<file path="src/rtl/alu_op_sequencer.sv">
// Sequencer for the 8-bit relay ALU. It accepts 1000_r_fff instructions and
// holds the function code while the relays settle, then loads the result into A or D and latches the flags.
module alu_op_sequencer #(
  parameter int SETTLE_CYCLES = 4
) (
  input  logic       clk,
  input  logic       rst_n,
  input  logic       instr_valid,
  input  logic [7:0] instr,
  output logic       instr_ready,
  output logic [2:0] alu_func,
  input  logic [7:0] alu_data,
  input  logic       alu_sign,
  input  logic       alu_carry,
  input  logic       alu_zero,
  output logic [7:0] dest_data,
  output logic       load_a,
  output logic       load_d,
  output logic       flag_sign,
  output logic       flag_carry,
  output logic       flag_zero,
  output logic       busy,
  output logic       done,
  output logic       illegal
);

  localparam int CW = $clog2(SETTLE_CYCLES + 1);
  localparam logic [CW-1:0] CNT_LOAD = CW'(SETTLE_CYCLES - 1);
  localparam logic [2:0] FUNC_NOP = 3'b111;
  localparam logic [3:0] CLASS_ALU = 4'b1000;

  typedef enum logic [0:0] {
    IDLE   = 1'b0,
    SETTLE = 1'b1
  } state_t;

  state_t          state;
  state_t          state_next;
  logic [CW-1:0]   cnt;
  logic [2:0]      func;
  logic            dest;
  logic            transfer;
  logic            legal;
  logic            capture;

  assign transfer = instr_valid && (state == IDLE);
  assign legal    = (instr[7:4] == CLASS_ALU);
  assign capture  = (state == SETTLE) && (cnt == {CW{1'b0}});

  // State register
  always_ff @(posedge clk or negedge rst_n) begin
    if (!rst_n) begin
      state <= IDLE;
    end else begin
      state <= state_next;
    end
  end

  // Next-state logic
  always_comb begin
    state_next = state;
    case (state)
      IDLE: begin
        if (transfer && legal) begin
          state_next = SETTLE;
        end else begin
          state_next = IDLE;
        end
      end
      SETTLE: begin
        if (cnt == {CW{1'b0}}) begin
          state_next = IDLE;
        end else begin
          state_next = SETTLE;
        end
      end
      default: state_next = IDLE;
    endcase
  end

  // Outputs decoded from the state register; the bus is released outside SETTLE
  always_comb begin
    instr_ready = 1'b0;
    busy        = 1'b0;
    alu_func    = FUNC_NOP;
    case (state)
      IDLE: begin
        instr_ready = 1'b1;
      end
      SETTLE: begin
        busy     = 1'b1;
        alu_func = func;
      end
      default: begin
        alu_func = FUNC_NOP;
      end
    endcase
  end

  // Instruction latch, settle counter, result capture and one-cycle strobes
  always_ff @(posedge clk or negedge rst_n) begin
    if (!rst_n) begin
      cnt        <= {CW{1'b0}};
      func       <= FUNC_NOP;
      dest       <= 1'b0;
      dest_data  <= 8'h00;
      load_a     <= 1'b0;
      load_d     <= 1'b0;
      flag_sign  <= 1'b0;
      flag_carry <= 1'b0;
      flag_zero  <= 1'b0;
      done       <= 1'b0;
      illegal    <= 1'b0;
    end else begin
      load_a  <= 1'b0;
      load_d  <= 1'b0;
      done    <= 1'b0;
      illegal <= 1'b0;
      if (transfer) begin
        if (legal) begin
          func <= instr[2:0];
          dest <= instr[3];
          cnt  <= CNT_LOAD;
        end else begin
          illegal <= 1'b1;
        end
      end else if (capture) begin
        done <= 1'b1;
        // NOP completes without touching the register file or the flags
        if (func != FUNC_NOP) begin
          dest_data  <= alu_data;
          load_a     <= ~dest;
          load_d     <= dest;
          flag_sign  <= alu_sign;
          flag_carry <= alu_carry;
          flag_zero  <= alu_zero;
        end else begin
          dest_data  <= dest_data;
        end
      end else if (state == SETTLE) begin
        cnt <= cnt - {{(CW-1){1'b0}}, 1'b1};
      end else begin
        cnt <= cnt;
      end
    end
  end

endmodule
</file>
<file path="config.mk">
export PLATFORM = sky130hd
export DESIGN_NAME = alu_op_sequencer
export DESIGN_NICKNAME = d
export VERILOG_FILES = /design/src/rtl/alu_op_sequencer.sv
export SDC_FILE = /design/constraint.sdc
export NUM_CORES = 1
export LEC_CHECK = 0
export CORE_UTILIZATION = 46
export CTS_BUF_LIST = sky130_fd_sc_hd__clkbuf_8
export CTS_CLUSTER_DIAMETER = 30
export DETAILED_ROUTE_END_ITERATION = 8
export PLACE_DENSITY = 0.84
export SLEW_MARGIN = 20
export SYNTH_ARGS = -nofsm -noshare
export SYNTH_HDL_FRONTEND = slang
export SYNTH_SLANG_ARGS = --single-unit
</file>
<file path="constraint.sdc">
create_clock -name clk -period 2.4 [get_ports clk]
set_input_delay 0.48 -clock clk [delete_from_list [all_inputs] [get_ports clk]]
set_output_delay 0.48 -clock clk [all_outputs]
set_load 0.1 [all_outputs]
</file>
After elaboration in Yosys (flattened, before gate mapping)
Index checks and enable logic that the tools add are counted.
{"block": "word_totals", "regBits": 23, "in_bits": 22, "output_inout_bits": 20, "elab_cells": 48}
{"block": "op_classes", "addsub": 1, "n_eq_ne": 4, "n_mux": 20, "bitwise": 3, "reduce_logical": 8}
{"cell": "two-way mux 3 bit", "count": 5}
{"cell": "two-way mux 1 bit", "count": 14}
{"cell": "AND reduction 3 bit", "count": 2}
{"cell": "== test 4 bit, second input constant", "count": 1}
{"cell": "logical AND 1 bit", "count": 3}
{"cell": "zero test 3 bit", "count": 1}
{"cell": "inequality test 3 bit, second input constant", "count": 1}
{"cell": "NOT 1 bit", "count": 3}
{"cell": "subtractor 3 x 1 -> 3 bit, second input constant", "count": 1}
{"cell": "inequality test 2 x 1 -> 1 bit, second input constant", "count": 1}
{"cell": "inequality test 2 bit, second input constant", "count": 1}
{"cell": "one-hot mux 1 bit (2 select lines)", "count": 1}
{"cell": "AND reduction 2 bit", "count": 1}
{"cell": "nonzero test 2 bit", "count": 1}

Depth between registers and ports, before layout
Gate-level depths: netlist of run 1.
{"block": "logic_depth", "depth_word": 5, "depth_mapped": 7, "ltp_nobuf": 6}

Worst setup path before layout of run 1
Ideal clock, no wire load.
{"block": "synth_path", "path_kind": "register -> register", "startpoint": "register state", "endpoint": "register dest", "setup_ns": 0.125, "arrival_time_ns": 2.339, "required_ns": 2.275, "path_slack_ns": -0.064, "stages_incl_launch_ff": 4, "n_path_buf": 0, "period_less_slack_ns": 2.464, "cell_sequence": "dfrtp_1 inv_1 nand3_4 mux2_4"}
{"block": "synth_via", "elab_chain_len": 3}
{"item": "start, declared", "line_no": "37", "text": "state_t state;"}
{"item": "start signal, assigned", "line_no": "55", "text": "state <= state_next;"}
{"item": "NOT 1 bit"}
{"item": "logical AND 1 bit", "line_no": "46", "text": "assign transfer = instr_valid && (state == IDLE);"}
{"item": "AND reduction 2 bit (no source line)"}
{"item": "end signal, assigned", "line_no": "122", "text": "dest <= instr[3];"}
{"item": "end, declared", "line_no": "41", "text": "logic dest;"}
Every way passes these cells.
A chain may end at the register's enable or synchronous reset.

Worst setup path after layout of run 1
{"block": "layout_path", "startpoint": "register cnt[0]", "endpoint": "register dest_data[2]"}
{"block": "layout_via", "elab_chain_len": 3}
{"item": "start, declared", "line_no": "39", "text": "logic [CW-1:0] cnt;"}
{"item": "start signal, assigned", "line_no": "103", "text": "cnt <= {CW{1'b0}};"}
{"item": "start signal, assigned", "line_no": "141", "text": "cnt <= cnt - {{(CW-1){1'b0}}, 1'b1};"}
{"item": "start signal, assigned", "line_no": "143", "text": "cnt <= cnt;"}
{"item": "zero test 3 bit", "line_no": "48", "text": "assign capture = (state == SETTLE) && (cnt == {CW{1'b0}});"}
{"item": "logical AND 1 bit", "line_no": "48"}
{"item": "AND reduction 3 bit (no source line)"}
{"item": "end signal, assigned", "line_no": "131", "text": "dest_data <= alu_data;"}
{"item": "end signal, assigned", "line_no": "138", "text": "dest_data <= dest_data;"}
{"item": "end, declared", "line_no": "16", "text": "output logic [7:0] dest_data,"}
Every way passes these cells.

==> results of run 1 <==
==> metrics by stage <==
step / instance area [µm²] / util / hold slack (ns) / worst slack, ns / std cells
2_1_floorplan: 987 / - / 0.184 / 0.309 / 66
3_3_place_gp: 1380 / 0.695 / 0.436 / 0.506 / 134
3_5_place_dp: 1380 / 0.695 / 0.440 / 0.479 / 134
4_1_cts: 1420 / 0.718 / 0.460 / 0.593 / 138
5_1_grt: 1420 / 0.718 / 0.493 / 0.493 / 138
6_report: 1420 / 0.718 / 0.456 / 0.611 / 138
==> layout by cell type, fill, tap and decap left out, types with 2 or more instances in the layout <==
cell,n
clkdlybuf4s50_1,21
buf_4,21
dfrtp_1,19
mux2_2,11
inv_1,4
nor2_1,4
mux2_4,4
or2b_1,3
clkbuf_8,3
dfstp_2,3
nor2b_1,2
ha_1,2
==> sequential cells by signal, summed over array words and instances, names as in the netlist <==
name	cells
cnt	3
dest	1
dest_data	8
done	1
flag_carry	1
flag_sign	1
flag_zero	1
func	3
illegal	1
load_a	1
load_d	1
state	1
==> synth_stat cells, types with 2 or more instances <==
master,count,share of area
nor2b_1,2,0.013
inv_1,5,0.019
dfrtp_1,20,0.51
nor2_1,4,0.015
mux2_4,4,0.061
or2b_1,3,0.023
mux2_2,11,0.13
dfstp_2,3,0.080
ha_1,2,0.025
==> layout make-up <==
| class | instances | area, µm² | share of cell area |
|---|---|---|---|
| repair buffers | 42 | 368 | 0.258 |
| clock buffers | 3 | 41.3 | 0.0290 |
| well taps | 27 | 33.8 | 0.0237 |
| inverters | 5 | 22.5 | 0.0158 |
| flip-flops and latches | 23 | 581 | 0.408 |
| clock inverters | 1 | 5.00 | 0.00351 |
| multi-input cells | 37 | 373 | 0.262 |
==> logic make-up (layout without fill, tap and decap cells) <==
| group | after synthesis | in the layout | synth area share |
|---|---|---|---|
| buffers and inverters | 6 | 51 | 0.0306 |
| AND/OR/NAND/NOR | 16 | 16 | 0.124 |
| flip-flops | 23 | 23 | 0.590 |
| adder cells (fa/ha/maj) | 2 | 2 | 0.0255 |
| AO/OA/AOI/OAI | 4 | 4 | 0.0433 |
| multiplexers | 15 | 15 | 0.187 |
==> path summary, 6_finish.rpt <==
check	startpoint	to	slack, ns	depth (start not counted)
setup / recovery	cnt[0]	dest_data[2]	0.61	6
hold / removal	dest	load_a	0.46	1
setup reg to reg	cnt[0]	dest_data[2]	0.61	6
hold reg to reg	dest	load_a	0.46	1
max in group asynchronous	rst_n	dest_data[3]	1.21	2
min in group asynchronous	rst_n	dest_data[6]	0.62	1
==> worst reg2reg max path, delay by kind of cell (launching register included) <==
family          cells  cell delay [ns]
compound gates      1             0.40
mux                 1             0.39
flops               1             0.38
fa+ha+maj           2             0.35
simple gates        1             0.10
buf+inv             1             0.07
==> per-layer routing <==
layer  vias up  part of all wire  track usage  wire length, µm
met3         2             0.058       0.0222              101
li1        313                 -            -                -
met1       317              0.41        0.197              715
met5         -                 0            0                0
met4         0            0.0034       0.0667                6
met2        27              0.53        0.315              926
==> key figures, run 1 <==
Global route
  • Grt total ovfl: 0
  • First-pass GRT wire length: 2.64 mm
  • Vias in the first global route: 635
  • Total GRT Usage: 0.170
  • Largest net degree at the start of global routing: 16
  • Antenna violations before repair: 0

Synth
  • Syn Inst Count: 66
  • Syn_area_per_cell: 14.9 µm²
  • Synth unique cells: 21
  • Number of synthesized flops with an enable pin: 0
  • Synth Flop Type: dfrtp_1
  • Synthesized flop and latch total: 23
  • Async S/R FF share, synth: 1.00
  • Syn nets: 90
  • Synthesized area: 982 µm²
  • Seq/Total Area, Yosys: 0.590
  • Yosys warns: 0

STA
  • Setup TNS Final: 0 ns
  • RSZ-0062 raised after global routing: no
  • Final worst-path cycle share: 0.746
  • Relative slew slack: 0.564
  • Final hold violation count: 0
  • Tmin final: 1.79 ns
  • Max Slew Vio Count: 0
  • Max Fclk: 559 MHz
  • Setup-failing EPs final: 0
  • Clock Skews: 0.00397 ns
  • Actual slew at the worst max-slew pin: 0.651 ns

Cells and area
  • Layout Area Growth over Synthesis: 45.0%
  • Final net count: 136
  • N_diodes: 0
  • # fillers: 141
  • Layout cells sized above 1: 0.450

Route
  • Routed WL: 1.75 mm
  • Vias: 659
  • Starting DRC count in detailed routing: 1
  • Number of vias per cell: 4.78
  • Antenna viol nets, final: 0
  • First drt pass iteration count: 3
  • DR WL/cell: 12.7 µm
  • # DRC: 0

Hold path
  • Hold Crit Class: register to register

Critical path
  • Worst-path cell chain: inv_1 -> ha_1 -> ha_1 -> nand2_2 -> a31oi_4 -> mux2_2
  • CP max-delay cell: a31oi_4
  • CP bufs+invs: 1
  • Setup crit end kind: register
  • WP data required: 2.55 ns
  • CP max stage delay: 0.39 ns
  • Cell seen most often among critical-path stages: ha_1
  • Crit path kind: register to register
  • Crit path max-delay family: compound AO/OA/AOI/OAI gates
  • Crit start category: register
  • Crit Path Max Fanout: 13
  • WP data arrival: 1.93 ns

Clock tree
  • Setup bufs post-CTS: 0
  • CTS Sinks: 23
  • H-tree depth: 1
  • Clock transition at path regs: 0.08 ns
  • Clk buf depth: 2
  • Number of buffers created by CTS: 3
  • Root buffer cell: clkbuf_8
  • TritonCTS clock tree: built
  • Clock latency at the later pin of the worst-skew pair: 0.26 ns
  • Hold_buf cts: 0
  • Cts repair resizes: 0

Die
  • Die ar.: 0.00232 mm²
  • I/O pin count: 42
  • # rows: 16
  • CORE AREA: 0.00198 mm²
  • Die Wd: 48.2 µm
  • Initial Utilization: 0.496
  • Chip Height: 48.2 µm

Place
  • HPWL after DPL: 1.38 mm
  • Port Buffers: 41
  • GPL Wtd Cong: 0.713

Status
  • Status: finished, final reports clean

Run
  • Number of max-cap violations: 0
Power of run 1 is not shown: default switching activity piles up to over one toggle a cycle in this logic, so the estimate is an artifact.
==> inputs of run 2 (changes only) <==
- CORE_UTILIZATION: 46 -> 39
- PLACE_DENSITY: 0.84 -> 0.76
- clock period: 2.4 -> 1.5 ns (I/O delays scaled with it)
==> run 2 against run 1 <==
  * The run now ends with setup timing left
  * Maximum frequency is 11% higher
  * Utilization is 9.5 points higher
  * Routed wire length rose by 46%
  * Global-route usage grew 4.6 points
==> key figures, run 2 (same netlist as run 1, synthesis figures left out) <==
Global route
  • Total GRT Usage: 0.216 (was 0.170)
  • Largest net degree at the start of global routing: 18 (was 16)
  • First-pass GRT wire length: 4.13 mm (was 2.64 mm)
  • Grt total ovfl: 0 (unchanged)
  • Vias in the first global route: 800 (was 635)
  • Antenna violations before repair: 0 (unchanged)

Clock tree
  • Root buffer cell: clkbuf_8 (unchanged)
  • Clk buf depth: 2 (unchanged)
  • H-tree depth: 1 (unchanged)
  • Clock transition at path regs: 0.08 ns (about the same)
  • CTS Sinks: 23 (unchanged)
  • Clock latency at the later pin of the worst-skew pair: 0.26 ns (about the same)
  • Hold_buf cts: 0 (unchanged)
  • TritonCTS clock tree: built (unchanged)
  • Number of buffers created by CTS: 3 (unchanged)

Route
  • Met2 WL: 1.37 mm (was 926 µm)
  • Routed wl met3: 167 µm (was 101 µm)
  • # DRC: 0 (unchanged)
  • DR WL/cell: 16.9 µm (was 12.7 µm)
  • Antenna viol nets, final: 0 (unchanged)
  • Number of vias per cell: 4.97 (was 4.78)
  • Routed WL: 2.55 mm (was 1.75 mm)
  • Top Metal Used: met4 (unchanged)
  • First drt pass iteration count: 4 (was 3)
  • Post-Route M1 WL: 994 µm (was 715 µm)
  • Starting DRC count in detailed routing: 3 (was 1)
  • Vias: 751 (was 659)

STA
  • Final hold violation count: 0 (unchanged)
  • Actual slew at the worst max-slew pin: 0.294 ns (was 0.651 ns)
  • Final worst-path cycle share: 1.08 (was 0.746)
  • Relative slew slack: 0.803 (was 0.564)
  • Tmin final: 1.62 ns (was 1.79 ns)
  • Max Slew Vio Count: 0 (unchanged)
  • Clock Skews: 0.00181 ns (was 0.00397 ns)
  • Max Fclk: 618 MHz (was 559 MHz)
  • PnR worst setup slack: -0.117 ns (was 0.611 ns)
  • Setup-failing EPs final: 11 (was 0)
  • RSZ-0062 raised after global routing: yes (was no)

Die
  • Initial Utilization: 0.428 (was 0.496)
  • I/O pin count: 42 (unchanged)
  • Chip Height: 52.2 µm (was 48.2 µm)
  • Die Wd: 52.2 µm (was 48.2 µm)
  • Die ar.: 0.00272 mm² (was 0.00232 mm²)
  • # rows: 17 (was 16)
  • CORE AREA: 0.00230 mm² (was 0.00198 mm²)

Critical path
  • WP data required: 1.64 ns (was 2.55 ns)
  • WP data arrival: 1.76 ns (was 1.93 ns)
  • Crit path kind: register to register (unchanged)
  • Crit start category: register (unchanged)
  • Setup crit end kind: register (unchanged)
  • Critical Path Source: cnt[0] (unchanged)
  • RR Startpoint: cnt[0] (unchanged)
  • Crit Path Max Fanout: 7 (was 13)

Cells and area
  • Layout cells sized above 1: 0.553 (was 0.450)
  • Most common cell after layout, fill and taps aside: buf_12
  • Final net count: 148 (was 136)
  • Fin cells: 151 (was 138)
  • N_diodes: 0 (unchanged)
  • Design area: 0.00187 mm² (was 0.00142 mm²)
  • # fillers: 127 (was 141)
  • Final Util: 0.814 (was 0.718)
  • Max reg flops: 8 (unchanged)
  • Largest reg by FF count: dest_data (unchanged)
  • Commonest cells after routing, fill and taps aside: 20 x buf_12, 19 x dfrtp_1, 19 x clkdlybuf4s50_1 (was 21 x clkdlybuf4s50_1, 21 x buf_4, 19 x dfrtp_1)
  • Layout Area Growth over Synthesis: 90.3% (was 45.0%)
  • Largest regs: dest_data: 8 flops, cnt: 3 flops, func: 3 flops (unchanged)

Run
  • Number of max-cap violations: 0 (unchanged)

Status
  • Status: finished, violations left (was finished, final reports clean)
  • Failing checks: setup timing

Place
  • Placed inst area: 0.00170 mm² (was 0.00138 mm²)
  • Port Buffers: 41 (unchanged)
  • HPWL after DPL: 1.41 mm (was 1.38 mm)
  • GPL Wtd Cong: 0.717 (was 0.713)
  • Placed cell count: 140 (was 134)

Hold path
  • Hold Crit Class: input pin to async pin (was register to register)
run 2: cell count changes in the layout (fill, tap and decap cells not counted), moves of 2 or more:
cell,previous run,this run
ha_4,0,2
ha_1,2,0
dlymetal6s2s_1,0,2
inv_1,4,2
mux2_4,4,15
inv_2,0,2
buf_4,21,10
buf_6,0,2
buf_12,0,20
mux2_2,11,0
clkdlybuf4s50_1,21,19
run 2: timing repair:
action,in CTS,in global routing
endpoints found under the setup margin,14,19
gates resized for setup,21,5
buffers inserted,7,1
pin swaps,4,4
gates cloned,1,0
run 2: final timing paths:
| kind | to | slack [ns] | depth (start not counted) |
|---|---|---|---|
| max in group asynchronous | func[0] | 0.84 | 2 |
| worst max-delay path | flag_zero | -0.12 | 7 |
| min in group clk | illegal | 0.45 | 3 |
| worst min register to register | load_a | 0.50 | 1 |
| worst max register to register | flag_zero | -0.12 | 7 |
| worst min-delay path | dest_data[6] | 0.35 | 2 |
run 2: area by class of cell:
cell class	count	area [µm²]	share of cell area
clock buffers	3	41.3	0.0221
clock inverters	1	5.00	0.00268
inverters	5	22.5	0.0120
multi-input cells	37	454	0.243
flip-flops and latches	23	583	0.312
well taps	28	35.0	0.0187
repair buffers	54	728	0.390
run 2: per-stage QoR:
stage | setup slack, ns | setup TNS, ns | hold slack [ns]
6_report | -0.117 | -1.08 | 0.347
5_1_grt | -0.161 | -1.70 | 0.361
4_1_cts | -0.125 | -1.24 | 0.346
3_5_place_dp | -0.261 | -2.67 | 0.467
3_3_place_gp | -0.211 | -1.93 | 0.444
2_1_floorplan | -0.395 | -3.70 | 0.00441
run 2: layer usage:
metal / track usage / up-vias
met4: 0.0307 / 0
met2: 0.397 / 35
li1: - / 334
met5: 0 / -
met3: 0.0551 / 2
met1: 0.258 / 380
run 2: worst max-delay path: stages, from the launching register on:
cell,delay [ns]
dfrtp_1,0.40
inv_2,0.08
ha_4,0.14
ha_4,0.14
nand2_4,0.05
a31oi_4,0.19
buf_8,0.18
mux2_4,0.32
Power of run 2 is left out for the same reason.
==> inputs of run 3 (changes only) <==
- CORE_ASPECT_RATIO: unset -> 1.5
==> run 3 against run 2 <==
  * The run still ends with setup timing left
  * Utilization fell by 0.85 points
  * Clock skew barely moved
  * Register-to-register slack improved by 0.05 ns
  * Flip-flop and latch count did not move
  * Clock-buffer cell count did not move
  * Routed wire length fell by 14%
  * Critical endpoint is now dest_data[2]
  * Highest routed layer unchanged
==> key figures, run 3 (same netlist as run 1, synthesis figures left out) <==
Status
  • Status: finished, violations left (unchanged)
  • Failing checks: setup timing (unchanged)

Clock tree
  • Root buffer cell: clkbuf_8 (unchanged)
  • Hold_buf cts: 0 (unchanged)
  • CTS Sinks: 23 (unchanged)
  • H-tree depth: 1 (unchanged)
  • Clk buf depth: 2 (unchanged)
  • Number of buffers created by CTS: 3 (unchanged)
  • Clock latency at the later pin of the worst-skew pair: 0.25 ns (was 0.26 ns)
  • Clock transition at path regs: 0.08 ns (about the same)
  • TritonCTS clock tree: built (unchanged)

Critical path
  • Worst-path cell chain: inv_2 -> ha_4 -> ha_4 -> nand2_4 -> a31oi_4 -> buf_6 -> mux2_4 (was inv_2 -> ha_4 -> ha_4 -> nand2_4 -> a31oi_4 -> buf_8 -> mux2_4)
  • Cell seen most often among critical-path stages: ha_4 (unchanged)
  • Crit start category: register (unchanged)
  • Worst Reg-to-Reg Cells: 7 (unchanged)
  • Crit path max-delay family: flip-flops (unchanged)
  • Crit Path Max Fanout: 6 (was 7)
  • WP data required: 1.64 ns (about the same)
  • Critical Path Source: cnt[0] (unchanged)
  • Crit path kind: register to register (unchanged)
  • CP max stage delay: 0.40 ns (about the same)
  • RR Startpoint: cnt[0] (unchanged)
  • Setup crit end kind: register (unchanged)
  • CP bufs+invs: 2 (unchanged)
  • CP max-delay cell: dfrtp_1 (unchanged)
  • WP data arrival: 1.71 ns (was 1.76 ns)
  • CP Depth: 7 (unchanged)

STA
  • RSZ-0062 raised after global routing: yes (unchanged)
  • Final worst-path cycle share: 1.05 (was 1.08)
  • Tmin final: 1.57 ns (was 1.62 ns)
  • Relative slew slack: 0.705 (was 0.803)
  • PnR worst setup slack: -0.0706 ns (was -0.117 ns)
  • Final hold violation count: 0 (unchanged)
  • Actual slew at the worst max-slew pin: 0.441 ns (was 0.294 ns)
  • Setup-failing EPs final: 13 (was 11)
  • Max Fclk: 637 MHz (was 618 MHz)
  • Clock Skews: 0.00223 ns (was 0.00181 ns)
  • WHS: 0.352 ns (was 0.347 ns)
  • Max Slew Vio Count: 0 (unchanged)

Route
  • Starting DRC count in detailed routing: 4 (was 3)
  • Routed WL: 2.20 mm (was 2.55 mm)
  • DR WL/cell: 14.9 µm (was 16.9 µm)
  • # DRC: 0 (unchanged)
  • Vias: 719 (was 751)
  • Number of vias per cell: 4.86 (was 4.97)
  • First drt pass iteration count: 2 (was 4)
  • Antenna viol nets, final: 0 (unchanged)

Cells and area
  • Layout Area Growth over Synthesis: 89.6% (was 90.3%)
  • # fillers: 127 (unchanged)
  • Largest reg by FF count: dest_data (unchanged)
  • Final net count: 150 (was 148)
  • Largest regs: dest_data: 8 flops, cnt: 3 flops, func: 3 flops (unchanged)
  • Layout cells sized above 1: 0.544 (was 0.553)
  • N_diodes: 0 (unchanged)
  • Max reg flops: 8 (unchanged)
  • Fin cells: 148 (was 151)
  • Commonest cells after routing, fill and taps aside: 21 x clkdlybuf4s50_1, 20 x buf_12, 19 x dfrtp_1 (was 20 x buf_12, 19 x dfrtp_1, 19 x clkdlybuf4s50_1)
  • Most common cell after layout, fill and taps aside: clkdlybuf4s50_1 (was buf_12)

Global route
  • First-pass GRT wire length: 3.75 mm (was 4.13 mm)
  • Vias in the first global route: 777 (was 800)
  • Grt total ovfl: 0 (unchanged)
  • Antenna violations before repair: 0 (unchanged)
  • Largest net degree at the start of global routing: 13 (was 18)
  • Total GRT Usage: 0.183 (was 0.216)

Place
  • HPWL after DPL: 1.54 mm (was 1.41 mm)
  • GPL Wtd Cong: 0.683 (was 0.717)
  • Placed cell count: 136 (was 140)
  • Port Buffers: 41 (unchanged)

Die
  • Die ar.: 0.00273 mm² (was 0.00272 mm²)
  • Die Wd: 43.0 µm (was 52.2 µm)
  • Chip Height: 63.5 µm (was 52.2 µm)
  • # rows: 21 (was 17)
  • I/O pin count: 42 (unchanged)
  • CORE AREA: 0.00231 mm² (was 0.00230 mm²)
  • Initial Utilization: 0.425 (was 0.428)

Run
  • Number of max-cap violations: 0 (unchanged)

Hold path
  • Hold Crit Class: input pin to async pin (unchanged)
==> run 3: metal layers <==
layer  track usage  wire [µm]  vias to the layer above
li1              -          -                      339
met1         0.237        870                      355
met2         0.307       1220                       23
met3        0.0229         93                        2
met4        0.0682         19                        0
met5             0          0                        -
==> run 3: path summary, 6_finish.rpt <==
kind                           endpoint  slack (ns)
max reg2reg                dest_data[2]       -0.07
min                               state        0.35
min in group clk                 load_a        0.48
max in group asynchronous     flag_zero        0.66
max                        dest_data[2]       -0.07
min reg2reg                      load_a        0.48
==> run 3: area by class of cell <==
cell class	count	area (µm²)	area share
clock buffer	3	41.3	0.0222
clock inverter	1	3.75	0.00202
inverter	5	22.5	0.0121
multi-input combinational	37	452	0.243
sequential	23	583	0.313
tap	23	28.8	0.0155
timing repair buffer	56	731	0.392
==> run 3: metrics by stage <==
| stage | setup TNS, ns | setup WS, ns | util | cell area, µm² |
|---|---|---|---|---|
| 3_3_place_gp | -2.20 | -0.212 | 0.729 | 1690 |
| 4_1_cts | -0.711 | -0.0679 | 0.792 | 1830 |
| 2_1_floorplan | -3.70 | -0.395 | - | 1000 |
| 3_5_place_dp | -3.12 | -0.249 | 0.729 | 1690 |
| 5_1_grt | -1.52 | -0.129 | 0.805 | 1860 |
| 6_report | -0.723 | -0.0706 | 0.805 | 1860 |
==> run 3: timing repair <==
item | 4_1_cts | 5_1_grt
resized for setup | 17 | 1
gates cloned | 0 | 0
pin swaps | 2 | 5
endpoints found under the hold margin | 0 | 0
setup buffers | 5 | 3
endpoints found under the setup margin | 14 | 18
Power of run 3 is left out for the same reason.
==> RTL change 1 (flow settings as in run 1) <==
Register the output `flag_carry` once more, without a reset; this adds one clock of latency there. The other outputs are not delayed to match.
--- a/src/rtl/alu_op_sequencer.sv
+++ b/src/rtl/alu_op_sequencer.sv
@@ -33,6 +33,8 @@
     IDLE   = 1'b0,
     SETTLE = 1'b1
   } state_t;
+
+  logic flag_carry_s0;
 
   state_t          state;
   state_t          state_next;
@@ -107,7 +109,7 @@
       load_a     <= 1'b0;
       load_d     <= 1'b0;
       flag_sign  <= 1'b0;
-      flag_carry <= 1'b0;
+      flag_carry_s0 <= 1'b0;
       flag_zero  <= 1'b0;
       done       <= 1'b0;
       illegal    <= 1'b0;
@@ -132,7 +134,7 @@
           load_a     <= ~dest;
           load_d     <= dest;
           flag_sign  <= alu_sign;
-          flag_carry <= alu_carry;
+          flag_carry_s0 <= alu_carry;
           flag_zero  <= alu_zero;
         end else begin
           dest_data  <= dest_data;
@@ -145,4 +147,8 @@
     end
   end
 
+  always_ff @(posedge clk) begin
+    flag_carry <= flag_carry_s0;
+  end
+
 endmodule
Check against the original RTL: not equivalent (a bounded check fails within 10 cycles, from zero or initial values and one cycle with rst_n low).
==> RTL change 1 against run 1 <==
Synthesized area increased by 2.0%; setup slack got worse by 0.015 ns; die area rose by 1.9%; routed wire length increased by 1.3%; cell area increased by 2.0%; sequential cell count grew 1; critical path type unchanged; count of clock-buffer cells in the layout grew 1.
Power is not shown: default switching activity piles up to over one toggle a cycle in this logic, so the estimate is an artifact.
==> RTL change 1: results <==
[global_route]
met3_usage_pct = 4.72
antenna_found_initial = 0
grt_pass1_wl_mm = 3.08
grt_pass1_vias = 700
grt_max_degree = 24
met1_usage_pct = 20.3
grt_usage_pct = 17.8
use_met2_pct = 28.7

[outcome]
status = "complete, no violations"

[drt]
wl_met3_um = 69
drt_iter0_drc = 4
drt_wl_total_mm = 1.77
num_vias = 662
first_pass_iters = 4
met1_length_um = 734
wl_met2_um = 906

[synth]
yosysUniqueCellTypes = 22
seq_area_frac_synth_pct = 59.8
synth_nets = 91
synth_area_per_cell_sq_um = 15.0
synth_area_leaders = "dfrtp_1, mux2_2, dfstp_2, mux2_4, ha_1"
async_flop_share_pct = 95.8

[layout]
areaGrowthSynthToFinish_pct = 44.9
layout-drive-gt1-share_pct = 44.6
stdcell_count = 139
nFillCells = 128

[placement]
globalplace.congestion = 0.690
dp_hpwl_mm = 1.36
post-place-ws_ns = 0.446
placed_area_sq_mm = 0.00140

[timing]
worst_slew_pin_slew_ns = 0.440
finalClockSkew_ns = 0.00329

[cts]
post_cts_resized = 0
cts.clk_slew.worst_paths_ns = 0.07

[worst_setup_path]
critPathSlowestCell = "a31oi_4"
cp_data_arrival_time_ns = 1.95

[min_path]
min-delay-start = "flag_carry_s0"
==> RTL change 1: logic make-up (layout without fill, tap and decap cells) <==
group           count (synthesis)  after routing  share of synthesized area (%)
buf+inv                         6             51                           3.00
compound gates                  4              4                           4.24
flops                          24             24                           59.8
simple gates                   16             16                           12.1
fa+ha+maj                       2              2                           2.50
mux                            15             15                           18.4
==> RTL change 1: path summary, 6_finish.rpt <==
check | end | slack (ns) | cells past startpoint
setup / recovery | dest_data[3] | 0.60 | 6
hold / removal | flag_carry | 0.37 | 0
setup reg to reg | dest_data[3] | 0.60 | 6
hold reg to reg | flag_carry | 0.37 | 0
max in group asynchronous | func[2] | 1.56 | 2
min in group asynchronous | dest_data[0] | 0.56 | 2
==> RTL change 1: area by class of cell <==
type | count | share of cell area [%]
Timing Repair Buffer | 42 | 25.3
Inverter | 5 | 1.55
Tap cell | 27 | 2.33
Clock buffer | 4 | 3.79
Sequential cell | 24 | 41.3
Multi-Input combinational cell | 37 | 25.7
==> RTL change 2 (settings of run 1) <==
Made on the original files. `SETTLE_CYCLES`: 4 -> 8.
--- a/src/rtl/alu_op_sequencer.sv
+++ b/src/rtl/alu_op_sequencer.sv
@@ -1,7 +1,7 @@
 // Sequencer for the 8-bit relay ALU. It accepts 1000_r_fff instructions and
 // holds the function code while the relays settle, then loads the result into A or D and latches the flags.
 module alu_op_sequencer #(
-  parameter int SETTLE_CYCLES = 4
+  parameter int SETTLE_CYCLES = 8
 ) (
   input  logic       clk,
   input  logic       rst_n,
Function: changed (Yosys sat finds a counterexample within 10 cycles, from zero or initial values and one cycle with rst_n low).
==> RTL change 2 against run 1 <==
Sequential cell count increased by 1; global-route usage increased by 0.48 points; clock skew is 0.0020 ns higher; cell area rose by 2.1%; routed wire length increased by 2.4%; fmax fell by 2.4%; setup slack lost 0.044 ns; hold slack better by 0.0014 ns; synthesized area is 1.0% higher; sequential share of layout area rose by 0.88 points.
Power is left out: the tool's default activity adds up to more than one toggle a clock period on the data nets, which glitch-free logic cannot reach.
==> RTL change 2: results <==
[synth]
seq_area_frac_synth_pct = 60.9
synth_edf_count = 0
synth_nets = 96
syn_inst = 72
synth_area_leaders = "dfrtp_1, mux2_2, dfstp_2, ha_1, a31oi_1"
yosysUniqueCellTypes = 25
synth_top_cells_by_count = "dfrtp_1, mux2_2"

[global_route]
grt_pass1_wl_mm = 3.17
grt_pass1_vias = 751
grt_usage_pct = 17.5
grt_max_degree = 25

[layout]
stdcell_count = 143
reg_top3 = "dest_data: 8 flops, cnt: 4 flops, func: 3 flops"
layout.nets = 141
nFillCells = 151
layout-drive-gt1-share_pct = 41.4

[timing]
finalClockSkew_ns = 0.00598
worst_slew_pin_slew_ns = 0.546

[cts]
numCtsBuffers = 3
insertion_delay_ns = 0.26

[drt]
routedWlPerCell_um = 12.5
drt_iter0_drc = 6
num_vias = 711

[placement]
io_buffers = 41
globalplace.congestion = 0.813

[outcome]
status = "complete, no violations"

[worst_setup_path]
cp_data_arrival_time_ns = 1.98
critPathMaxFanout = 12
critPathTopFamily = "simple AND/OR/NAND/NOR gates"
critPathSlowestCell = "dfrtp_1"

[min_path]
hold_class = "flop to flop"
RTL change 2: cell types whose count changed in the layout (fill, tap and decap cells not counted), moves of 2 or more:
cell | run 1 | this run
a31oi_1 | 0 | 3
and3_1 | 0 | 2
mux2_2 | 11 | 15
mux2_4 | 4 | 0
nand2_1 | 1 | 3
nand2b_1 | 1 | 3
nor2_1 | 4 | 1
o21ai_0 | 0 | 2
or2b_1 | 3 | 0
RTL change 2: final timing paths:
check / start / to / slack, ns / cells after the start
worst min register to register: dest / load_a / 0.46 / 1
max in group asynchronous: rst_n / func[0] / 1.56 / 2
worst max register to register: cnt[0] / dest_data[4] / 0.57 / 5
worst min-delay path: dest / load_a / 0.46 / 1
min in group asynchronous: rst_n / cnt[1] / 0.56 / 2
worst max-delay path: cnt[0] / dest_data[4] / 0.57 / 5
RTL change 2: layout make-up:
type	instances	area, sq um	share of cell area, %
clock buffers	3	41.3	2.84
clock inverters	1	30.0	2.07
inverters	3	11.3	0.775
multi-input cells	43	364	25.0
flip-flops and latches	24	606	41.7
well taps	27	33.8	2.32
repair buffers	42	368	25.3
RTL change 2: kinds of logic after synthesis:
family	count (synthesis)	share of synthesized area [%]
flip-flops	24	60.9
AND/OR/NAND/NOR	19	12.6
multiplexers	15	17.0
adder cells (fa/ha/maj)	2	2.52
AO/OA/AOI/OAI	7	4.54
buffers and inverters	5	2.40
RTL change 2: routing by layer:
layer / GRT usage [%] / vias up / wire [um]
met2: 31.7 / 17 / 955
met3: 4.09 / 4 / 69
li1: - / 340 / -
met1: 19.8 / 350 / 737
met5: 0 / - / 0
met4: 6.86 / 0 / 29
RTL change 2: metrics by stage:
| step | hold WS, ns | util, % | worst slack [ns] | instance area [sq um] |
|---|---|---|---|---|
| after floorplan | 0.184 | - | 0.265 | 993 |
| after global placement | 0.435 | 69.1 | 0.381 | 1380 |
| after detailed placement | 0.443 | 69.1 | 0.328 | 1380 |
| after CTS | 0.455 | 72.6 | 0.552 | 1450 |
| after global routing | 0.463 | 72.6 | 0.475 | 1450 |
| final | 0.457 | 72.6 | 0.566 | 1450 |
